`src/rtl/alu_serial_sequencer.sv`:
```
`default_nettype none
// ============================================================================
// Module   : alu_serial_sequencer
// Purpose  : Parallel-side driver/collector for the 1-bit serial ALU. Latches
//            two operands, an opcode and a shift amount. Streams operand bits
//            LSB-first with alu_start/alu_en framing. Deserializes the
//            registered alu_result stream into a word and pulses done.
// Ports    : clk, rst_n (sync, active-low)
//            start, op, op_a, op_b, shamt  - operation request (IDLE only)
//            busy, done, result            - status / parallel result
//            alu_rs1, alu_rs2, alu_op,
//            alu_en, alu_start             - serial ALU drive
//            alu_result                    - registered serial ALU output
// Revision : 1.0 - initial release
// ============================================================================
module alu_serial_sequencer #(
  parameter int WIDTH   = 8,
  parameter int SHAMT_W = 3
) (
  input  logic               clk,
  input  logic               rst_n,
  input  logic               start,
  input  logic [2:0]         op,
  input  logic [WIDTH-1:0]   op_a,
  input  logic [WIDTH-1:0]   op_b,
  input  logic [SHAMT_W-1:0] shamt,
  output logic               busy,
  output logic               done,
  output logic [WIDTH-1:0]   result,
  output logic               alu_rs1,
  output logic               alu_rs2,
  output logic [2:0]         alu_op,
  output logic               alu_en,
  output logic               alu_start,
  input  logic               alu_result
);

  localparam logic [1:0] c_IDLE  = 2'd0;
  localparam logic [1:0] c_PRE   = 2'd1;
  localparam logic [1:0] c_RUN   = 2'd2;
  localparam logic [1:0] c_DRAIN = 2'd3;

  localparam logic [2:0] c_OP_SLLI = 3'b101;
  localparam logic [2:0] c_OP_SRLI = 3'b110;

  localparam logic [SHAMT_W-1:0] c_LAST_BIT = SHAMT_W'(WIDTH - 1);

  logic [1:0]         state_q,  state_d;
  logic [SHAMT_W-1:0] cnt_q,    cnt_d;
  logic [WIDTH-1:0]   a_q,      a_d;
  logic [WIDTH-1:0]   b_q,      b_d;
  logic [SHAMT_W-1:0] sh_q,     sh_d;
  logic [WIDTH-1:0]   sr_q,     sr_d;
  logic               en_dly_q, en_dly_d;
  logic               busy_q,   busy_d;
  logic               done_q,   done_d;
  logic [WIDTH-1:0]   result_q, result_d;
  logic               rs1_q,    rs1_d;
  logic               rs2_q,    rs2_d;
  logic [2:0]         aluop_q,  aluop_d;
  logic               en_q,     en_d;
  logic               astart_q, astart_d;

  // Index of the bit presented during the next cycle. Outputs are registered,
  // so the bit for cycle i is selected on the edge that enters it.
  logic [SHAMT_W-1:0] w_idx;
  logic [WIDTH-1:0]   w_rs1_vec;

  assign w_idx = (state_q == c_PRE) ? '0 : cnt_q + SHAMT_W'(1);

  // Pre-shifted rs1 word; zero-fill gives the out-of-range-is-0 behaviour.
  always_comb begin
    w_rs1_vec = a_q;
    if (aluop_q == c_OP_SLLI)      w_rs1_vec = a_q << sh_q;
    else if (aluop_q == c_OP_SRLI) w_rs1_vec = a_q >> sh_q;
  end

  always_comb begin
    state_d  = state_q;
    cnt_d    = cnt_q;
    a_d      = a_q;
    b_d      = b_q;
    sh_d     = sh_q;
    busy_d   = busy_q;
    done_d   = 1'b0;
    result_d = result_q;
    rs1_d    = 1'b0;
    rs2_d    = 1'b0;
    aluop_d  = aluop_q;
    en_d     = 1'b0;
    astart_d = 1'b0;
    // ALU result lags alu_en by one registered stage, so capture is keyed on
    // the delayed enable.
    en_dly_d = en_q;
    sr_d     = en_dly_q ? {alu_result, sr_q[WIDTH-1:1]} : sr_q;

    case (state_q)
      c_IDLE: begin
        if (start) begin
          a_d      = op_a;
          b_d      = op_b;
          sh_d     = shamt;
          aluop_d  = op;
          astart_d = 1'b1;
          busy_d   = 1'b1;
          state_d  = c_PRE;
        end
      end
      c_PRE: begin
        cnt_d   = '0;
        en_d    = 1'b1;
        rs1_d   = w_rs1_vec[w_idx];
        rs2_d   = b_q[w_idx];
        state_d = c_RUN;
      end
      c_RUN: begin
        if (cnt_q == c_LAST_BIT) begin
          state_d = c_DRAIN;
        end else begin
          cnt_d = w_idx;
          en_d  = 1'b1;
          rs1_d = w_rs1_vec[w_idx];
          rs2_d = b_q[w_idx];
        end
      end
      default: begin
        // DRAIN: the final captured bit lands in sr_d on this same edge.
        cnt_d    = '0;
        busy_d   = 1'b0;
        done_d   = 1'b1;
        result_d = sr_d;
        state_d  = c_IDLE;
      end
    endcase
  end

  always_ff @(posedge clk) begin
    if (!rst_n) begin
      state_q  <= c_IDLE;
      cnt_q    <= '0;
      a_q      <= '0;
      b_q      <= '0;
      sh_q     <= '0;
      sr_q     <= '0;
      en_dly_q <= 1'b0;
      busy_q   <= 1'b0;
      done_q   <= 1'b0;
      result_q <= '0;
      rs1_q    <= 1'b0;
      rs2_q    <= 1'b0;
      aluop_q  <= 3'b000;
      en_q     <= 1'b0;
      astart_q <= 1'b0;
    end else begin
      state_q  <= state_d;
      cnt_q    <= cnt_d;
      a_q      <= a_d;
      b_q      <= b_d;
      sh_q     <= sh_d;
      sr_q     <= sr_d;
      en_dly_q <= en_dly_d;
      busy_q   <= busy_d;
      done_q   <= done_d;
      result_q <= result_d;
      rs1_q    <= rs1_d;
      rs2_q    <= rs2_d;
      aluop_q  <= aluop_d;
      en_q     <= en_d;
      astart_q <= astart_d;
    end
  end

  assign busy      = busy_q;
  assign done      = done_q;
  assign result    = result_q;
  assign alu_rs1   = rs1_q;
  assign alu_rs2   = rs2_q;
  assign alu_op    = aluop_q;
  assign alu_en    = en_q;
  assign alu_start = astart_q;

endmodule
`default_nettype wire

```
`config.mk`:
```
export PLATFORM = sky130hd
export DESIGN_NAME = alu_serial_sequencer
export DESIGN_NICKNAME = d
export VERILOG_FILES = /design/src/rtl/alu_serial_sequencer.sv
export SDC_FILE = /design/constraint.sdc
export NUM_CORES = 1
export LEC_CHECK = 0
export ABC_AREA = 1
export CAP_MARGIN = 20
export CORE_ASPECT_RATIO = 1.25
export CORE_MARGIN = 4
export CORE_UTILIZATION = 30
export DETAILED_ROUTE_END_ITERATION = 8
export GPL_TIMING_DRIVEN = 0
export PLACE_DENSITY = 0.51
export SETUP_SLACK_MARGIN = 0.4
export SLEW_MARGIN = 10
export SYNTH_ARGS = -nofsm -noshare
export SYNTH_HDL_FRONTEND = slang
export SYNTH_SLANG_ARGS = --single-unit
export TNS_END_PERCENT = 1
```
`constraint.sdc`:
```
create_clock -name clk -period 1.64 [get_ports clk]
set_input_delay 0.492 -clock clk [delete_from_list [all_inputs] [get_ports clk]]
set_output_delay 0.492 -clock clk [all_outputs]
set_load 0.005 [all_outputs]
```
Word level (Yosys, flattened, before mapping) --
Index checks and enable logic that the tools add are counted.
Word-level totals: register bits 50, bits in latches 0, bits in writable memories 0, bits in read-only memories 0, bits of input ports 26, logic and storage cells 60, memories kept 0
Operators by class: $add $sub $neg 1, $mul 0, div/mod/pow operators 0, $lt $le $gt $ge 1, equal/unequal tests 8, shift operators 2, muxes and demuxes 23, bitwise gates (word level) 2, reductions and logical operators 8
Operator list (number):
- 2-to-1 mux 8 bit | 3
- AND reduction 2 bit | 5
- == test 3 bit (second input constant) | 3
- 2-to-1 mux 1 bit | 8
- case mux 1 bit (2 select lines) | 4
- << shifter 8 x 3 -> 8 bit | 1
- right shift 8 x 3 -> 8 bit | 1
- binary-select mux 1 bit (select 3 bit) | 2
- 2-to-1 mux 3 bit | 2
- inequality test 2 bit (second input constant) | 3
- case mux 2 bit (3 select lines) | 1
- case mux 3 bit (2 select lines) | 1
- < comparator 3 x 4 -> 1 bit (second input constant) | 1
- 2-to-1 mux 2 bit | 2
- adder 3 x 1 -> 3 bit (second input constant) | 1
- OR reduction 3 bit | 1
- == test 2 x 1 -> 1 bit (second input constant) | 1
- == test 2 bit (second input constant) | 1
- zero test 2 bit | 1
- NOT 1 bit | 2
- OR reduction 2 bit | 1

Logic depth before layout (Yosys ltp) --
Gate-level depths: netlist of the first run.
depth in word-level cells 7, gate-level depth with buffers 14, gate-level depth less buffers 13

Worst setup path after synthesis of the first run --
OpenSTA, ideal clock, no wires.
path type register -> register, start reg state_q[1], end reg rs1_q (netlist: alu_rs1), data arrival time 1.426 ns, required time 1.527 ns, path slack 0.101 ns, stages on the path, launching flop included 11, buffers on the path 0, path through dfxtp_1 > inv_1 > ha_1 > nor2_4 > clkinv_1 > nor2_1 > a21oi_2 > nand2_1 > nand3_1 > nand2_1 > nor2_1
On the way: cells in the longest elaborated chain, start to end 6, elaborated cells between the ends (all ways) 7
RTL lines:
- from (decl) | line 48 | logic [1:0] state_q, state_d;
- from (signal assigned) | line 139 | state_q <= c_IDLE;
- from (signal assigned) | line 155 | state_q <= state_d;
- == test 2 x 1 -> 1 bit | line 69, 97
- 2-to-1 mux 3 bit | line 69 | assign w_idx = (state_q == c_PRE) ? '0 : cnt_q + SHAMT_W'(1);
- binary-select mux 1 bit (select 3 bit) | line 112, 122
- 2-to-1 mux 1 bit (not written as such) | line 112, 122
- 2-to-1 mux 1 bit | line 117 | if (cnt_q == c_LAST_BIT) begin
- case mux 1 bit (2 select lines) * | line 97 | case (state_q)
- to (signal assigned) | line 165 | rs1_q <= rs1_d;
- to (decl) | line 58 | logic rs1_q, rs1_d;
Mark *: on every way between the ends. The rest lies on a longest branch, timed or not. The select of a mux whose other input is x is not followed. A chain may end at the register's enable or synchronous reset.

Worst setup path in the final report of the first run --
start reg aluop_q[1] (netlist: alu_op[1]), end reg rs1_q (netlist: alu_rs1)
On the way: cells in the longest elaborated chain, start to end 7, elaborated cells between the ends (all ways) 8
RTL lines:
- from (decl) | line 60 | logic [2:0] aluop_q, aluop_d;
- from (signal assigned) | line 167 | aluop_q <= aluop_d;
- == test 3 bit | line 75 | else if (aluop_q == c_OP_SRLI) w_rs1_vec = a_q >> sh_q;
- 2-to-1 mux 8 bit | line 75
- 2-to-1 mux 8 bit * | line 74 | if (aluop_q == c_OP_SLLI) w_rs1_vec = a_q << sh_q;
- binary-select mux 1 bit (select 3 bit) * | line 112, 122
- 2-to-1 mux 1 bit (not written as such) * | line 112, 122
- 2-to-1 mux 1 bit | line 117
- case mux 1 bit (2 select lines) * | line 97
Marks and branches as above.

==> results.py, run 1 <==
metrics = {
    "timing": {
        "finClkSkew_ns": 0.009611,
        "period_share_pct": 90.16,
        "hold_viol": 0,
        "min_period_ns": 1.479,
        "relSlewSlack_pct": 66.51,
        "rsz0062_at_grt": "true",
        "setup_violations": 0,
        "drv_slew": 0,
        "worst_pin_slew_ns": 0.5024,
        "setup_slack_ns": 0.1613,
        "max_freq_ghz": 0.6763,
    },
    "worst_setup_path": {
        "cp_top_family": "simple AND/OR/NAND/NOR gates",
        "path_max_fanout": 5,
        "cp_cell_sequence": "buf_6 > buf_4 > nand3_4 > nor2_4 > nand3_2 > nand3_1 > nand2_1 > nand2_1 > nand2_1 > nand3_1 > nand2_1 > nor2_2",
        "crit_type": "register to register",
        "cp.arrival_ns": 1.73,
        "cpPeakStageDelay_ns": 0.37,
        "startpoint_type": "register",
        "crit_buf_inv": 2,
        "slowest_stage": "dfxtp_4",
        "path_common_cell": "nand2_1",
        "required_ns": 1.90,
        "end_kind": "register",
    },
    "clock_tree": {
        "clock-sinks": 50,
        "htreeDepth": 2,
        "clk_latency_ns": 0.32,
        "cts.clk_slew.worst_paths_ns": 0.11,
        "cts_buffer_depth": 2,
        "cts_hold_buf": 0,
        "cts_tree": "yes",
        "cts_root_buf": "clkbuf_8",
        "cts_buffers": 5,
    },
    "hold_path": {
        "hold_path_class": "register to register",
    },
    "place": {
        "io_buffers": 41,
        "place_hpwl_um": 5221,
        "dpl_cell_area_mm2": 0.003119,
        "dp_slack_ns": -0.3146,
        "place_congestion": 0.8830,
    },
    "pwr": {
        "pwr-share-clk_pct": 16.6,
        "switching_share_pct": 42.51,
        "p_seq_share_pct": 35.4,
        "power_density_mw_per_mm2": 1364,
        "p_int_uw": 2796,
        "leakage_uw": 0.001633,
        "pwr-share-comb_pct": 48.0,
        "p_sw_uw": 2068,
        "power.total_uw": 4864,
        "ir_drop_mv": 0.5099,
    },
    "synth": {
        "yosys_warnings": 0,
        "syn-num-nets": 420,
        "synth_cell_types": 23,
        "synth.area.top_cells": "dfxtp_1, nand2_1, nand3_1",
        "syn_avg_cell_area_um2": 6.605,
        "ys_seq_area_share_pct": 39.16,
        "ys_ff_latch": 50,
        "syn_area_mm2": 0.002556,
        "synth_top_area_share_pct": 39.16,
        "yosys.area.top_type": "dfxtp_1",
        "synthCells": 387,
    },
    "final_layout": {
        "antenna_cells": 0,
        "final_common_cell": "nand2_1",
        "fin_nets": 488,
        "fin_area_mm2": 0.003566,
        "synthToLayoutAreaGrowth_pct": 39.50,
        "final_cell_mix": "nand2_1, nor2_1, nand3_1, dfxtp_1, inv_1",
        "fillers": 900,
        "drive_gt1_share_pct": 21.27,
    },
    "floorplan": {
        "die_w_um": 90.56,
        "ios": 43,
        "die_area_mm2": 0.01007,
        "start_util_pct": 30.85,
        "die_h_um": 111.2,
        "core_area_mm2": 0.008287,
        "num_rows": 37,
    },
    "grt": {
        "grt-ovfl-total": 0,
        "grt_pass1_vias": 2697,
        "grt_pass1_wl_um": 12360,
        "track_usage_pct": 14.75,
        "antenna_found_initial": 0,
        "grt_max_degree": 19,
    },
    "routing": {
        "via_per_inst": 4.844,
        "first_iter_violations": 141,
        "drtAntennaViolNets": 0,
        "drc": 0,
        "finalWirelength_um": 7307,
        "wl_per_cell_um": 13.21,
        "firstDrtPassIters": 4,
        "vias": 2679,
    },
    "outcome": {
        "status": "finished clean",
    },
    "job": {
        "maxCapViolCount": 0,
    },
}
## power groups by stage
stage / clock (µW) / combinational (µW) / sequential, µW
2_1_floorplan: 0 / 1380 / 1670
3_3_place_gp: 0 / 1960 / 1730
3_5_place_dp: 0 / 1960 / 1730
4_1_cts: 836 / 2190 / 1700
5_1_grt: 869 / 2650 / 1750
6_report: 808 / 2330 / 1720
## layer usage
layer  wire, µm  up-vias  track usage, %
li1           -     1383               -
met1       3233     1202           18.16
met2       3533       81           25.48
met3        364       13           1.901
met4        175        0           6.435
met5          0        -               0
## path summary, 6_finish.rpt
kind                                              from             endpoint  slack [ns]  cells past startpoint
worst max-delay path            alu_op[1]$_SDFFE_PN0P_   alu_rs1$_SDFF_PN0_        0.16                     12
worst min-delay path                 alu_en$_SDFF_PN0_  en_dly_q$_SDFF_PN0_        0.46                      2
worst max register to register  alu_op[1]$_SDFFE_PN0P_   alu_rs1$_SDFF_PN0_        0.16                     12
worst min register to register       alu_en$_SDFF_PN0_  en_dly_q$_SDFF_PN0_        0.46                      2
## cells in the mapped netlist
master	instances
inv_2	2
clkbuf_1	12
nor3_1	1
a211oi_1	1
o21ai_0	32
a21oi_1	29
inv_4	2
dfxtp_1	50
nand2_2	3
nand3_2	2
nor2_4	1
nand2_1	98
nor2_1	51
inv_1	36
clkinv_1	1
ha_1	7
buf_4	2
nor2_2	1
nor3_4	1
buf_2	2
o211ai_1	8
a21oi_2	1
nand3_1	44
## registers in the layout, indices dropped and copies added (netlist names)
| register | count |
|---|---|
| busy | 1 |
| alu_rs1 | 1 |
| en_dly_q | 1 |
| a_q | 8 |
| sh_q | 3 |
| state_q | 2 |
| alu_op | 3 |
| done | 1 |
| result | 8 |
| alu_en | 1 |
| alu_rs2 | 1 |
| cnt_q | 3 |
| sr_q | 8 |
| alu_start | 1 |
| b_q | 8 |
## worst min-delay path: stages, from the launching register on
cell and delay (ns):
dfxtp_2 0.34, nand2_1 0.06, inv_1 0.03
## final cells by class
class	count	area, µm²	share of cell area [%]
timing repair buffer	60	551.8	15.47
tap	97	121.4	3.403
sequential	50	1031	28.91
buffer	16	100.1	2.807
clock buffer	5	68.82	1.930
inverter	41	181.4	5.088
multi-input combinational	281	1483	41.58
clock inverter	3	28.78	0.8070
## cells by family after synthesis
group	synth area share, %
buffers and inverters	8.957
AO/OA/AOI/OAI	14.93
adder cells (fa/ha/maj)	3.426
AND/OR/NAND/NOR	33.53
flip-flops	39.16
## repair_timing
action                                  4_1_cts  5_1_grt
setup buffers                                14        3
cloned                                        2        1
pin swaps                                    14       17
endpoints found under the setup margin       60       67
resized for setup                            69       29
## stage by stage
step / std cells / hold slack [ns] / utilization [%] / TNS [ns]
final: 553 / 0.4635 / 43.03 / 0
after global routing: 553 / 0.4985 / 43.03 / 0
after CTS: 549 / 0.4508 / 41.67 / 0
after detailed placement: 525 / 0.4441 / 37.64 / -5.876
after global placement: 525 / 0.4426 / 37.64 / -5.713
after floorplan: 387 / 0.4245 / - / 0
No activity file was read; power rests on OpenSTA's default activity.
==> run 2: changes to the inputs <==
--- a/config.mk
+++ b/config.mk
@@ -9,10 +9,10 @@
 export CAP_MARGIN = 20
 export CORE_ASPECT_RATIO = 1.25
 export CORE_MARGIN = 4
-export CORE_UTILIZATION = 30
+export CORE_UTILIZATION = 40
 export DETAILED_ROUTE_END_ITERATION = 8
 export GPL_TIMING_DRIVEN = 0
-export PLACE_DENSITY = 0.51
+export PLACE_DENSITY = 0.64
 export SETUP_SLACK_MARGIN = 0.4
 export SLEW_MARGIN = 10
 export SYNTH_ARGS = -nofsm -noshare
==> run 2 against run 1 <==
Against the previous run: clock power grew 16%; die area is 23% lower; combinational power fell by 2%; cell count is 3.1% lower; via count is essentially flat; hold slack got worse by 0.0076 ns; critical path depth decreased by 1; count of clock-buffer cells in the layout up 1; global-route usage grew 3.9 points; non-clock buffer count down 5; setup slack got worse by 0.026 ns.
==> results.py, run 2 (synthesized netlist as in run 1, its figures left out) <==
metrics = {
    "worst_setup_path": {
        "cp.arrival_ns": 1.71,
        "crit_type": "register to register",
        "path_max_fanout": 6,
        "slowest_stage": "dfxtp_4",
        "end_kind": "register",
        "startpoint_type": "register",
        "cpPeakStageDelay_ns": 0.36,
        "cp_cell_sequence": "buf_6 > nor3_4 > buf_12 > buf_12 > nand3_4 > nand3_2 > nand2_1 > nand3_1 > nand3_1 > nand2_1 > nor2_1",
        "required_ns": 1.85,
        "rr_worst_depth": 11,
    },
    "clock_tree": {
        "clk_latency_ns": 0.31,
        "cts_buffers": 5,
        "cts.clk_slew.worst_paths_ns": 0.09,
        "htreeDepth": 2,
        "cts_buffer_depth": 2,
        "cts_root_buf": "clkbuf_8",
        "cts_hold_buf": 0,
        "clock-sinks": 50,
        "cts_tree": "yes",
    },
    "routing": {
        "first_iter_violations": 126,
        "drc": 0,
        "drtAntennaViolNets": 0,
        "wl_per_cell_um": 12.92,
        "via_per_inst": 5.002,
        "vias": 2681,
        "finalWirelength_um": 6923,
        "firstDrtPassIters": 4,
    },
    "timing": {
        "finClkSkew_ns": 0.01050,
        "drv_slew": 0,
        "worst_pin_slew_ns": 0.4483,
        "setup_slack_ns": 0.1351,
        "period_share_pct": 91.76,
        "max_freq_ghz": 0.6645,
        "relSlewSlack_pct": 70.11,
        "min_period_ns": 1.505,
        "setup_violations": 0,
        "rsz0062_at_grt": "true",
        "hold_viol": 0,
    },
    "pwr": {
        "leakage_uw": 0.001638,
        "power.total_uw": 4918,
        "power_density_mw_per_mm2": 1387,
        "ir_drop_mv": 0.6806,
    },
    "floorplan": {
        "num_rows": 32,
        "ios": 43,
        "die_area_mm2": 0.007741,
        "start_util_pct": 41.19,
        "die_h_um": 97.38,
        "die_w_um": 79.50,
        "core_area_mm2": 0.006206,
    },
    "place": {
        "io_buffers": 41,
        "dp_slack_ns": -0.2552,
        "place_congestion": 0.9323,
        "place_hpwl_um": 4948,
    },
    "final_layout": {
        "fillers": 612,
        "synthToLayoutAreaGrowth_pct": 38.72,
        "fin_nets": 483,
        "drive_gt1_share_pct": 19.73,
        "antenna_cells": 0,
        "final_common_cell": "nand2_1",
        "final_cell_mix": "nand2_1, nor2_1, dfxtp_1, inv_1",
    },
    "grt": {
        "grt_pass1_wl_um": 11680,
        "track_usage_pct": 18.69,
        "grt_pass1_vias": 2612,
        "grt-ovfl-total": 0,
        "antenna_found_initial": 0,
        "grt_max_degree": 17,
    },
    "hold_path": {
        "hold-path-cell-count": 2,
        "hold_path_class": "register to register",
    },
    "job": {
        "maxCapViolCount": 0,
    },
    "outcome": {
        "status": "finished clean",
    },
}
==> run 2: cell types whose count changed in the layout (fill, tap and decap cells not counted), moves of 2 or more <==
| cell | previous run | this run |
|---|---|---|
| nor2_1 | 45 | 48 |
| buf_6 | 10 | 5 |
| nand2_4 | 3 | 1 |
| clkinv_4 | 3 | 1 |
| dfxtp_1 | 34 | 36 |
| nor2_4 | 5 | 3 |
| nand3_2 | 8 | 13 |
| nand3_1 | 37 | 31 |
| buf_4 | 12 | 9 |
| buf_12 | 0 | 3 |
==> run 2: through the flow <==
stage / area, µm² / hold slack (ns) / utilization [%] / instances / setup TNS, ns
2_1_floorplan: 2587 / 0.4245 / - / 387 / 0
3_3_place_gp: 3104 / 0.4441 / 50.02 / 513 / -3.844
3_5_place_dp: 3104 / 0.4383 / 50.02 / 513 / -4.156
4_1_cts: 3477 / 0.4550 / 56.03 / 534 / 0
5_1_grt: 3546 / 0.4784 / 57.14 / 536 / 0
6_report: 3546 / 0.4559 / 57.14 / 536 / 0
==> run 2: area by class of cell <==
type	count	area, µm²	area share (%)
Timing Repair Buffer	55	540.5	15.24
Multi-Input combinational cell	281	1486	41.92
Clock inverter	2	38.79	1.094
Clock buffer	6	82.58	2.329
Sequential cell	50	1026	28.93
Inverter	41	176.4	4.975
Buffer	16	88.84	2.505
Tap cell	85	106.4	2.999
==> run 2: metal layers <==
layer  part of all wire (%)  up-vias  track usage [%]
met5                      0        -                0
li1                       -     1378                -
met2                     47       72            30.23
met4                    2.9        0            8.201
met1                     46     1216            24.25
met3                    4.3       15            2.876
==> run 2: power breakdown <==
group / internal [µW] / leakage, µW / total, µW / switching (µW)
Sequential: 1500 / 0.000416 / 1700 / 209
Clock: 502 / 0.0000618 / 934 / 431
Combinational: 939 / 0.00116 / 2280 / 1340
Total: 2940 / 0.00164 / 4920 / 1980
==> run 2: final timing paths <==
check | start | end | slack, ns
max | alu_op[0]$_SDFFE_PN0P_ | alu_rs1$_SDFF_PN0_ | 0.14
min | b_q[7]$_SDFFE_PN0P_ | b_q[7]$_SDFFE_PN0P_ | 0.46
max reg2reg | alu_op[0]$_SDFFE_PN0P_ | alu_rs1$_SDFF_PN0_ | 0.14
min reg2reg | b_q[7]$_SDFFE_PN0P_ | b_q[7]$_SDFFE_PN0P_ | 0.46
==> run 2: critical path, delay by kind of cell (launching register included) <==
kind	cells	cell delay [ns]
buf+inv	3	0.39
flops	1	0.36
simple gates	8	0.65
==> run 2: repair_timing <==
action,in CTS,in global routing
endpoints found under the setup margin,57,66
gates resized for setup,67,13
gates cloned,1,1
setup buffers,12,1
pin swaps,12,9
==> run 3: changes to the inputs <==
--- a/config.mk
+++ b/config.mk
@@ -13,6 +13,7 @@
 export DETAILED_ROUTE_END_ITERATION = 8
 export GPL_TIMING_DRIVEN = 0
 export PLACE_DENSITY = 0.64
+export REMOVE_ABC_BUFFERS = 1
 export SETUP_SLACK_MARGIN = 0.4
 export SLEW_MARGIN = 10
 export SYNTH_ARGS = -nofsm -noshare
==> run 3 against run 2 <==
Against the previous run: register-to-register slack gained 0.04 ns; setup slack gained 0.043 ns; power shrank 1.9%; critical path depth is the same; via count shrank 2.8%; utilization shrank 0.89 points; cell area shrank 1.6%; fmax grew 2.9%; sequential share of layout area grew 0.71 points; non-clock buffer count shrank 16; first-iteration DRC count grew 40%; clock skew shrank 0.0048 ns.
==> results.py, run 3 (synthesized netlist as in run 1, its figures left out) <==
metrics = {
    "timing": {
        "setup_violations": 0,
        "min_period_ns": 1.462,
        "worst_pin_slew_ns": 0.5684,
        "max_freq_ghz": 0.6841,
        "finClkSkew_ns": 0.005663,
        "drv_slew": 0,
        "period_share_pct": 89.13,
        "setup_slack_ns": 0.1782,
        "rsz0062_at_grt": "true",
        "hold_viol": 0,
        "tns_ns": 0,
        "relSlewSlack_pct": 62.11,
    },
    "clock_tree": {
        "cts_tree": "yes",
        "cts.clk_slew.worst_paths_ns": 0.10,
        "htreeDepth": 2,
        "cts_buffers": 5,
        "cts_buffer_depth": 2,
        "clk_latency_ns": 0.30,
        "clock-sinks": 50,
        "cts_root_buf": "clkbuf_8",
    },
    "final_layout": {
        "fin_nets": 467,
        "fin_area_mm2": 0.003491,
        "synthToLayoutAreaGrowth_pct": 36.56,
        "final_cell_mix": "nand2_1, nor2_1, nand3_1, dfxtp_1, inv_1",
        "drive_gt1_share_pct": 22.99,
        "fin_util_pct": 56.25,
        "antenna_cells": 0,
        "final_common_cell": "nand2_1",
    },
    "worst_setup_path": {
        "path_max_fanout": 8,
        "crit_type": "register to register",
        "end_kind": "register",
        "required_ns": 1.84,
        "cp.arrival_ns": 1.66,
        "path_common_cell": "nand2_1",
        "startpoint_type": "register",
        "cp_cell_sequence": "inv_2 > ha_4 > nor2_4 > buf_6 > nand2_1 > inv_1 > nand2_1 > nand3_1 > nand3_1 > nand2_1 > nor2_2",
        "cpPeakStageDelay_ns": 0.38,
        "slowest_stage": "dfxtp_2",
    },
    "floorplan": {
        "ios": 43,
        "die_w_um": 79.50,
        "start_util_pct": 41.19,
        "num_rows": 32,
        "core_area_mm2": 0.006206,
        "die_area_mm2": 0.007741,
        "die_h_um": 97.38,
    },
    "routing": {
        "drtAntennaViolNets": 0,
        "vias": 2606,
        "first_iter_violations": 177,
        "firstDrtPassIters": 4,
        "drc": 0,
        "finalWirelength_um": 6732,
        "via_per_inst": 5.012,
        "wl_per_cell_um": 12.95,
    },
    "grt": {
        "grt_pass1_vias": 2687,
        "antenna_found_initial": 0,
        "grt_max_degree": 37,
        "grt_pass1_wl_um": 11770,
        "track_usage_pct": 18.60,
        "grt-ovfl-total": 0,
    },
    "place": {
        "dp_slack_ns": -1.097,
        "place_hpwl_um": 4463,
        "io_buffers": 42,
        "dpl_cell_area_mm2": 0.003013,
        "place_congestion": 0.8922,
    },
    "outcome": {
        "status": "finished clean",
    },
    "pwr": {
        "power_density_mw_per_mm2": 1381,
        "leakage_uw": 0.001572,
        "power.total_uw": 4822,
        "ir_drop_mv": 0.7894,
    },
    "job": {
        "maxCapViolCount": 0,
    },
    "hold_path": {
        "hold_path_class": "register to register",
    },
}
run 3: final timing paths:
path,from,endpoint,slack (ns),depth (start not counted)
worst max register to register,state_q[1]$_SDFFE_PN0P_,alu_rs1$_SDFF_PN0_,0.18,11
worst max-delay path,state_q[1]$_SDFFE_PN0P_,alu_rs1$_SDFF_PN0_,0.18,11
worst min register to register,alu_en$_SDFF_PN0_,en_dly_q$_SDFF_PN0_,0.45,2
worst min-delay path,alu_en$_SDFF_PN0_,en_dly_q$_SDFF_PN0_,0.45,2
run 3: through the flow:
step | std cells | hold WS (ns)
CTS | 516 | 0.4539
detailed placement | 498 | 0.4346
finish | 520 | 0.4498
floorplan | 371 | 0.4239
global route | 520 | 0.4838
global placement | 498 | 0.4399
run 3: power by group:
part / total (µW) / internal [µW] / leakage [µW] / switching (µW)
combinational: 2320 / 938 / 0.00111 / 1380
clock: 766 / 348 / 0.0000478 / 418
sequential: 1740 / 1500 / 0.000418 / 237
total: 4820 / 2790 / 0.00157 / 2030
run 3: worst max-delay path: cells and delay by family (launching register included):
kind,cells,cell delay [ns]
flip-flops,1,0.38
adder cells (fa/ha/maj),1,0.19
buffers and inverters,3,0.28
AND/OR/NAND/NOR,7,0.52
run 3: area by class of cell:
cell class              instances  area (µm²)
flip-flops and latches         50        1035
inverters                      41       177.7
well taps                      85       106.4
repair buffers                 55       511.7
multi-input cells             281        1562
fillers                       621        2715
clock inverters                 2       16.27
clock buffers                   6       82.58
run 3: timing repair:
item                       in CTS  in global routing
hold buffers                    0                  0
buffers inserted                9                  4
pin swaps                       8                 16
gates cloned                    1                  0
resized for setup              67                 53
setup endpoints to repair      67                 57
run 3: routing by layer:
layer | vias to the layer above | track usage, % | wire length, µm
met5 | - | 0 | 0
met4 | 0 | 8.730 | 180
met3 | 12 | 4.360 | 310
met2 | 61 | 31.70 | 3362
met1 | 1184 | 21.51 | 2879
li1 | 1349 | - | -
